--- src/rtl/column_scheduler_if.sv ---
`timescale 1ns/1ps
// column_scheduler_if: bundles the slot/mask/ready inputs and the column
// strobe outputs of column_scheduler. The master modport is the scheduler
// side; the slave modport is the environment (col_calc, frame sources,
// HUB75 driver).
//
// Handshake: hub75_ready is a level from the driver. Each rising edge is
// one request for the next column pair; requests are latched, never lost,
// and at most one is outstanding. The scheduler answers a request with a
// single-cycle load_col/data_valid pulse carrying col_num1/col_num2. The
// driver applies no backpressure to that pulse.
interface column_scheduler_if #(
    parameter int ROTATIONAL_RES = 256,
    parameter int SCAN_RATE      = 32
);
    localparam int RW = $clog2(ROTATIONAL_RES);
    localparam int CW = $clog2(SCAN_RATE);

    logic [RW-1:0]        dtheta;
    logic [SCAN_RATE-1:0] col_mask;
    logic                 hub75_ready;
    logic [CW-1:0]        gen_col_index;
    logic                 load_col;
    logic [CW-1:0]        col_num1;
    logic [CW:0]          col_num2;
    logic                 data_valid;
    logic                 sweep_done;
    logic [15:0]          abort_count;
    // Current sequencer state, exported for observation only.
    logic [1:0]           state_dbg;

    modport master (
        input  dtheta, col_mask, hub75_ready,
        output gen_col_index, load_col, col_num1, col_num2, data_valid,
               sweep_done, abort_count, state_dbg
    );

    modport slave (
        output dtheta, col_mask, hub75_ready,
        input  gen_col_index, load_col, col_num1, col_num2, data_valid,
               sweep_done, abort_count, state_dbg
    );
endinterface

--- src/rtl/column_scheduler.sv ---
`timescale 1ns/1ps
// column_scheduler: control-only sequencer for the two-column HUB75 stream.
// For every rotational slot it walks the masked column pairs, presents the
// index to the frame sources, waits out the generator latency and then
// strobes one pair per rising edge of hub75_ready.
// Optional feature: define COLUMN_SCHED_STATS_EN to count aborted sweeps.
module column_scheduler #(
    parameter int ROTATIONAL_RES = 256,
    parameter int SCAN_RATE      = 32,
    parameter int GEN_LATENCY    = 2
) (
    input logic                clk_in,
    input logic                rst_in,
    column_scheduler_if.master bus
);
    localparam int RW = $clog2(ROTATIONAL_RES);
    localparam int CW = $clog2(SCAN_RATE);
    localparam int LW = $clog2(GEN_LATENCY + 1);
    localparam logic [CW-1:0] LAST_PTR = CW'(SCAN_RATE - 1);
    localparam logic [LW-1:0] LAT_LAST = LW'(GEN_LATENCY - 1);
    localparam logic [CW:0]   PAIR_OFS = (CW + 1)'(SCAN_RATE);

    typedef enum logic [1:0] {
        SCAN       = 2'd0,
        WAIT_GEN   = 2'd1,
        WAIT_READY = 2'd2,
        DONE       = 2'd3
    } state_t;

    state_t        state, state_nxt;
    logic [CW-1:0] ptr, ptr_nxt;
    logic [LW-1:0] lat_cnt, lat_cnt_nxt;
    logic [RW-1:0] old_dtheta;
    logic          ready_prev;
    logic          ready_pending, pending_nxt;
    logic          emit;
    logic          slot_change;
    logic          ready_edge;
    logic          load_col_q, data_valid_q;
    logic [CW-1:0] col_num1_q;
    logic [CW:0]   col_num2_q;

    assign slot_change = (bus.dtheta != old_dtheta);
    assign ready_edge  = bus.hub75_ready & ~ready_prev;

    // Next-state logic: a slot change overrides everything, including an
    // emission that would otherwise happen this cycle.
    always_comb begin
        state_nxt   = state;
        ptr_nxt     = ptr;
        lat_cnt_nxt = lat_cnt;
        emit        = 1'b0;
        if (slot_change) begin
            state_nxt = SCAN;
            ptr_nxt   = '0;
        end else begin
            case (state)
                SCAN: begin
                    if (bus.col_mask[ptr]) begin
                        state_nxt   = WAIT_GEN;
                        lat_cnt_nxt = '0;
                    end else if (ptr == LAST_PTR) begin
                        state_nxt = DONE;
                    end else begin
                        ptr_nxt = ptr + 1'b1;
                    end
                end
                WAIT_GEN: begin
                    lat_cnt_nxt = lat_cnt + 1'b1;
                    if (lat_cnt == LAT_LAST) state_nxt = WAIT_READY;
                end
                WAIT_READY: begin
                    if (ready_pending) begin
                        emit = 1'b1;
                        if (ptr == LAST_PTR) begin
                            state_nxt = DONE;
                        end else begin
                            ptr_nxt   = ptr + 1'b1;
                            state_nxt = SCAN;
                        end
                    end
                end
                DONE: begin
                    state_nxt = DONE;
                end
                default: begin
                    state_nxt = SCAN;
                end
            endcase
        end
        // A new edge wins over the clear so a request arriving during an
        // emission is kept for the next pair.
        pending_nxt = ready_edge | (ready_pending & ~emit);
    end

    // State, pointer, edge tracking and registered output strobes.
    always_ff @(posedge clk_in or posedge rst_in) begin
        if (rst_in) begin
            state         <= SCAN;
            ptr           <= '0;
            lat_cnt       <= '0;
            old_dtheta    <= '0;
            ready_prev    <= 1'b0;
            ready_pending <= 1'b0;
            load_col_q    <= 1'b0;
            data_valid_q  <= 1'b0;
            col_num1_q    <= '0;
            col_num2_q    <= '0;
        end else begin
            state         <= state_nxt;
            ptr           <= ptr_nxt;
            lat_cnt       <= lat_cnt_nxt;
            old_dtheta    <= bus.dtheta;
            ready_prev    <= bus.hub75_ready;
            ready_pending <= pending_nxt;
            load_col_q    <= emit;
            data_valid_q  <= emit;
            if (emit) begin
                col_num1_q <= ptr;
                col_num2_q <= {1'b0, ptr} + PAIR_OFS;
            end
        end
    end

    assign bus.gen_col_index = ptr;
    assign bus.load_col      = load_col_q;
    assign bus.data_valid    = data_valid_q;
    assign bus.col_num1      = col_num1_q;
    assign bus.col_num2      = col_num2_q;
    assign bus.sweep_done    = (state == DONE);
    assign bus.state_dbg     = state;

`ifdef COLUMN_SCHED_STATS_EN
    logic [15:0] abort_cnt;

    // Count sweeps cut short by a slot change; saturates instead of wrapping.
    always_ff @(posedge clk_in or posedge rst_in) begin
        if (rst_in) begin
            abort_cnt <= 16'd0;
        end else if (slot_change && (state != DONE) && (abort_cnt != 16'hFFFF)) begin
            abort_cnt <= abort_cnt + 16'd1;
        end
    end

    assign bus.abort_count = abort_cnt;
`else
    assign bus.abort_count = 16'd0;
`endif
endmodule

--- src/flat_wrapper.sv ---
// flat-port wrapper written by rule: the top's interface ports become plain ports
module column_scheduler_flat 
#(
    parameter int ROTATIONAL_RES = 256,
    parameter int SCAN_RATE      = 32,
    parameter int GEN_LATENCY    = 2
)
  (clk_in, rst_in, bus_dtheta, bus_col_mask, bus_hub75_ready, bus_gen_col_index, bus_load_col, bus_col_num1, bus_col_num2, bus_data_valid, bus_sweep_done, bus_abort_count, bus_state_dbg);
  column_scheduler_if #(.ROTATIONAL_RES(ROTATIONAL_RES), .SCAN_RATE(SCAN_RATE)) bus_i ();
  input logic clk_in;
  input logic rst_in;
  input wire logic [$bits(bus_i.dtheta)-1:0] bus_dtheta;
  input wire logic [$bits(bus_i.col_mask)-1:0] bus_col_mask;
  input wire logic [$bits(bus_i.hub75_ready)-1:0] bus_hub75_ready;
  output wire logic [$bits(bus_i.gen_col_index)-1:0] bus_gen_col_index;
  output wire logic [$bits(bus_i.load_col)-1:0] bus_load_col;
  output wire logic [$bits(bus_i.col_num1)-1:0] bus_col_num1;
  output wire logic [$bits(bus_i.col_num2)-1:0] bus_col_num2;
  output wire logic [$bits(bus_i.data_valid)-1:0] bus_data_valid;
  output wire logic [$bits(bus_i.sweep_done)-1:0] bus_sweep_done;
  output wire logic [$bits(bus_i.abort_count)-1:0] bus_abort_count;
  output wire logic [$bits(bus_i.state_dbg)-1:0] bus_state_dbg;
  assign bus_i.dtheta = bus_dtheta;
  assign bus_i.col_mask = bus_col_mask;
  assign bus_i.hub75_ready = bus_hub75_ready;
  assign bus_gen_col_index = bus_i.gen_col_index;
  assign bus_load_col = bus_i.load_col;
  assign bus_col_num1 = bus_i.col_num1;
  assign bus_col_num2 = bus_i.col_num2;
  assign bus_data_valid = bus_i.data_valid;
  assign bus_sweep_done = bus_i.sweep_done;
  assign bus_abort_count = bus_i.abort_count;
  assign bus_state_dbg = bus_i.state_dbg;
  column_scheduler #(.ROTATIONAL_RES(ROTATIONAL_RES), .SCAN_RATE(SCAN_RATE), .GEN_LATENCY(GEN_LATENCY)) u_core (.clk_in(clk_in), .rst_in(rst_in), .bus(bus_i));
endmodule
--- config.mk ---
export PLATFORM = sky130hd
export DESIGN_NAME = column_scheduler_flat
export DESIGN_NICKNAME = d
export VERILOG_FILES = /design/src/rtl/column_scheduler_if.sv /design/src/rtl/column_scheduler.sv /design/src/flat_wrapper.sv
export SDC_FILE = /design/constraint.sdc
export NUM_CORES = 1
export LEC_CHECK = 0
export CAP_MARGIN = 20
export CORE_MARGIN = 5
export CORE_UTILIZATION = 33
export DETAILED_ROUTE_END_ITERATION = 6
export PLACE_DENSITY = 0.72
export SLEW_MARGIN = 20
export SYNTH_ARGS = -nofsm -noshare
export SYNTH_HDL_FRONTEND = slang
export SYNTH_SLANG_ARGS = --single-unit
--- constraint.sdc ---
create_clock -name clk_in -period 4 [get_ports clk_in]
set_input_delay 0.6 -clock clk_in [delete_from_list [all_inputs] [get_ports clk_in]]
set_output_delay 0.6 -clock clk_in [all_outputs]
set_load 0.01 [all_outputs]
# After elaboration in Yosys (flattened, before gate mapping)
# Index checks and enable logic that the tools add are counted.
totals:
  regBits: 31
  latchBits: 0
  mem_bits_rw: 0
  mem_bits_ro: 0
  inputBits: 43
  out_inout_bits: 37
  elab_cells: 55
  memories: 0
op_classes:
  add_sub_neg: 3
  multipliers: 0
  div_mod_pow: 0
  order_cmp: 1
  n_eq_ne: 11
  n_shift: 0
  muxes: 19
  n_bitwise: 6
  n_reduce_logical: 6
ops:
  columns: ["cell", "n"]
  rows:
  - ["$mux 5", 4]
  - ["$mux 2", 7]
  - ["$pmux 5 s2", 1]
  - ["$reduce_and 3->1", 3]
  - ["$ne 8x8->1", 1]
  - ["$pmux 2 s4", 1]
  - ["$add 5x6->6 const B", 1]
  - ["$lt 5x6->1 const B", 1]
  - ["$ne 3x1->1 const B", 2]
  - ["$add 5x1->5 const B", 1]
  - ["$bmux 1 s5", 1]
  - ["$eq 5x5->1 const B", 1]
  - ["$eq 2x1->1 const B", 2]
  - ["$eq 2x2->1 const B", 2]
  - ["$mux 1", 4]
  - ["$ne 4x1->1 const B", 1]
  - ["$pmux 2 s2", 1]
  - ["$ne 3x2->1 const B", 1]
  - ["$not 1->1", 3]
  - ["$reduce_bool 3->1", 1]
  - ["$add 2x1->2 const B", 1]
  - ["$and 1x1->1", 2]
  - ["$logic_not 2->1", 1]
  - ["$ne 2x1->1 const B", 1]
  - ["other kinds (2)", 2]

# Depth between registers and ports, before layout
logic_depth:
  word_depth: 6
  mapped_depth: 7
  mapped_depth_nobuf: 7

# Least setup slack after synthesis
# No wires, ideal clock.
synth_path:
  path_kind: "reg2reg"
  from: "register u_core.ptr[0], in the netlist u_core.bus.gen_col_index[0]"
  to: "register u_core.ptr[1], in the netlist u_core.bus.gen_col_index[1]"
  arrival_ns: 2.374
  required_ns: 3.868
  path_slack_ns: 1.494
  stages_incl_launch_ff: 8
  synth_period_minus_slack_ns: 2.506
  cell_sequence: "dfrtp_1 -> buf_6 -> mux4_1 -> mux2_2 -> mux4_2 -> a21oi_2 -> mux2i_1 -> nor2_1"
synth_via:
  elab_chain_cells: 5
synth_rtl:
  columns: ["item", "line", "source"]
  rows:
  - ["start: declaration", "column_scheduler.sv:31", "logic [CW-1:0] ptr, ptr_nxt;"]
  - ["start signal: assignment", "column_scheduler.sv:111", "ptr <= ptr_nxt;"]
  - ["$add 5x1->5 or $eq 5x5->1 (tied branches)", null, null]
  - ["$mux 5", "column_scheduler.sv:62, column_scheduler.sv:75", null]
  - ["$mux 5, on equally long branches", "column_scheduler.sv:73, column_scheduler.sv:59", null]
  - ["$pmux 5 s2", "column_scheduler.sv:57", "case (state)"]
  - ["$mux 5", "column_scheduler.sv:53", "if (slot_change) begin"]
# Several ways; a longest one is shown, not always the timed one. The select of a mux whose other input is x is not followed.
# A chain may end at the register's enable or synchronous reset.

# Worst setup path in the final report
# Same ends and word-level chain as after synthesis.

==> impl_metrics.json <==
{
  "power.total_mw": 0.490,
  "cap_violations": 0,
  "grt_pass1_vias": 1208,
  "crit_required_ns": 4.14,
  "clock_skew_ns": 0.00209,
  "p_leak_nw": 0.954,
  "critPathKind": "reg -> reg",
  "antenna_cells": 0,
  "fmax_mhz": 354,
  "antenna_left": 0,
  "syn2layout_area_growth_pct": 38.1,
  "io_pins": 80,
  "fin_nets": 237,
  "drtPass1Iterations": 4,
  "cts_buffer_depth": 2,
  "cts_tree": "done",
  "portBuffers": 63,
  "grt_pass1_wl_microns": 5380,
  "globalplace.congestion": 0.766,
  "dieWidth_microns": 79.5,
  "wl_met3_microns": 195,
  "antenna_found_initial": 0,
  "routed_via_density": 4.70,
  "routed_wl_microns": 3310,
  "min_path_type": "reg -> reg",
  "clk_pin_slew_worst_paths_ns": 0.08,
  "final_util": 0.469,
  "p_per_area_nw_per_um2": 222,
  "grt_util_all_layers": 0.106,
  "wl_met1_microns": 1320,
  "clk_latency_ns": 0.26,
  "yosysWarnings": 0,
  "netlist_top_cells_area": "dfrtp_1 (41%), buf_4 (10%), mux4_2 (8.5%)",
  "cp.arrival_ns": 2.97,
  "synth_top_cell_area_share": 0.408,
  "holdBufCountCts": 0,
  "worst_setup_path_start_kind": "flip-flop",
  "yosys.area.top_type": "dfrtp_1",
  "start_util": 0.340,
  "seq_area_frac_synth": 0.408,
  "tightest_slew_ns": 0.788,
  "fp-row-count": 25,
  "period_share": 0.707,
  "ir_drop_v": 0.000196,
  "syn_area_sq_um": 1590,
  "drive_above_1_share": 0.0952,
  "syn_avg_cell_area_sq_um": 11.7,
  "synthCells": 136,
  "outcome": "finished, final reports clean",
  "clkSinkCount": 26,
  "ys_types": 37,
  "dp_hpwl_microns": 2670,
  "dr_total_vias": 1142,
  "dp.cells": 239,
  "rsz0062_at_grt": "false",
  "ctsResizeCount": 0,
  "fin_cells": 243,
  "crit_path_max_fanout": 13,
  "dr_wl_met2_microns": 1770,
  "routedWlPerCell_microns": 13.6,
  "die_area_sq_um": 6320,
  "ys_ff_latch": 26,
  "hold_viol_final": 0,
  "max_slew_margin": 0.471,
  "core_area_sq_um": 4690,
  "cp-end-kind": "flip-flop",
  "post-cts-setup-buffers": 0,
  "slew_viol_final": 0,
  "numCtsBuffers": 3,
  "cts_root_buffer": "clkbuf_8",
  "grt_max_degree": 27,
  "drcViolationCount": 0,
  "top_layer": "met4",
  "drt_iter0_drc": 37,
  "grt-ovfl-total": 0,
  "setup_violations": 0,
  "fin_crit_ns": 2.83,
  "cts_max_level": 1,
  "die_h_microns": 79.5,
  "tns_ns": 0
}
[layout by cell type, fill, tap and decap left out]
cell / synthesis / routed
a21oi_2: 1 / 1
nor3_1: 5 / 5
mux2_1: 5 / 5
nor4_1: 3 / 3
xor2_1: 8 / 8
o21ai_1: 2 / 2
clkdlybuf4s50_1: 0 / 63
clkbuf_8: 0 / 3
o21ba_1: 1 / 1
dfrtp_1: 26 / 26
nand2b_1: 1 / 1
or2_1: 1 / 1
mux2_2: 5 / 5
nand2_1: 4 / 4
inv_1: 5 / 5
o22ai_1: 1 / 1
a211o_1: 1 / 1
nand3_1: 1 / 1
mux4_2: 6 / 6
xnor2_1: 3 / 3
a211oi_1: 1 / 1
conb_1: 1 / 16
buf_8: 0 / 1
mux2i_1: 2 / 2
and3_1: 1 / 1
a21o_1: 2 / 2
nor2_1: 8 / 8
o31ai_1: 1 / 1
a211oi_2: 2 / 2
and2_1: 1 / 1
nor2b_1: 1 / 1
a21oi_1: 1 / 1
mux4_1: 3 / 3
ha_1: 3 / 3
a311oi_1: 1 / 1
[path summary, 6_finish.rpt]
check / startpoint / to / slack (ns) / cells past startpoint
min in group asynchronous: rst_in / u_core.bus.col_num2[3]$_DFFE_PP0P_ / 0.64 / 2
min: u_core.ready_prev$_DFF_PP0_ / u_core.ready_pending$_DFF_PP0_ / 0.41 / 1
max in group asynchronous: rst_in / u_core.lat_cnt[1]$_DFFE_PP0P_ / 2.91 / 3
max: u_core.bus.gen_col_index[0]$_DFFE_PP0P_ / u_core.bus.gen_col_index[1]$_DFFE_PP0P_ / 1.17 / 6
max reg2reg: u_core.bus.gen_col_index[0]$_DFFE_PP0P_ / u_core.bus.gen_col_index[1]$_DFFE_PP0P_ / 1.17 / 6
min reg2reg: u_core.ready_prev$_DFF_PP0_ / u_core.ready_pending$_DFF_PP0_ / 0.41 / 1
[cell type report]
type                            instances  area [sq um]
Inverter                                5          18.8
Tap cell                               54          67.6
Fill cell                             440          2490
Clock buffer                            3          41.3
Multi-Input combinational cell         91           778
Timing Repair Buffer                   64           646
Sequential cell                        26           651
[cells by family after synthesis]
| group | share of synthesized area |
|---|---|
| other | 0.00235 |
| flip-flops | 0.408 |
| buffers and inverters | 0.139 |
| XOR/XNOR | 0.0604 |
| AO/OA/AOI/OAI | 0.0706 |
| adder cells (fa/ha/maj) | 0.0236 |
| multiplexers | 0.217 |
| AND/OR/NAND/NOR | 0.0785 |
[worst max-delay path, stage by stage (launching register included)]
cell and delay (ns):
dfrtp_1 0.75, mux4_1 0.63, mux2_2 0.29, mux4_2 0.55
a21oi_2 0.22, mux2i_1 0.21, nor2_1 0.06
[state kept, by name, summed over array words and instances (netlist names)]
name	count
u_core.ready_prev	1
u_core.old_dtheta	8
u_core.bus.state_dbg	2
u_core.bus.col_num2	6
u_core.bus.gen_col_index	5
u_core.lat_cnt	2
u_core.bus.load_col	1
u_core.ready_pending	1
[cells in the mapped netlist]
| cell | n |
|---|---|
| o21ai_1 | 2 |
| clkbuf_1 | 3 |
| a21oi_1 | 1 |
| o31ai_1 | 1 |
| and3_1 | 1 |
| nor3_1 | 5 |
| nand2b_1 | 1 |
| mux2_1 | 5 |
| conb_1 | 1 |
| xnor2_1 | 3 |
| a21oi_2 | 1 |
| mux4_2 | 6 |
| ha_1 | 3 |
| a211oi_2 | 2 |
| a211oi_1 | 1 |
| o22ai_1 | 1 |
| xor2_1 | 8 |
| buf_4 | 22 |
| mux4_1 | 3 |
| a311oi_1 | 1 |
| nor2b_1 | 1 |
| a211o_1 | 1 |
| a21o_1 | 2 |
| nor2_1 | 8 |
| buf_2 | 2 |
| buf_6 | 1 |
| clkbuf_2 | 1 |
| o21ba_1 | 1 |
| or2_1 | 1 |
| mux2_2 | 5 |
| and2_1 | 1 |
| dfrtp_1 | 26 |
| nand2_1 | 4 |
| nor4_1 | 3 |
| nand3_1 | 1 |
| inv_1 | 5 |
| mux2i_1 | 2 |
[metrics by stage]
stage	setup slack [ns]	hold slack, ns	cell area (sq um)
2_1_floorplan	1.49	0.392	1650
3_3_place_gp	0.979	0.395	2150
3_5_place_dp	0.952	0.403	2150
4_1_cts	1.14	0.416	2190
5_1_grt	0.985	0.432	2200
6_report	1.17	0.409	2200
[metal layers]
| metal | global-route usage | up-vias |
|---|---|---|
| met2 | 0.187 | 40 |
| met3 | 0.0327 | 4 |
| met1 | 0.124 | 549 |
| met5 | 0 | - |
| li1 | - | 549 |
| met4 | 0.0275 | 0 |
[power by group]
| part | leakage [nW] | switching [mW] | internal, mW |
|---|---|---|---|
| clock network | 0.0216 | 0.0722 | 0.0673 |
| registers | 0.333 | 0.00256 | 0.269 |
| logic | 0.600 | 0.0276 | 0.0516 |
Power figures use the tool's default switching activity.
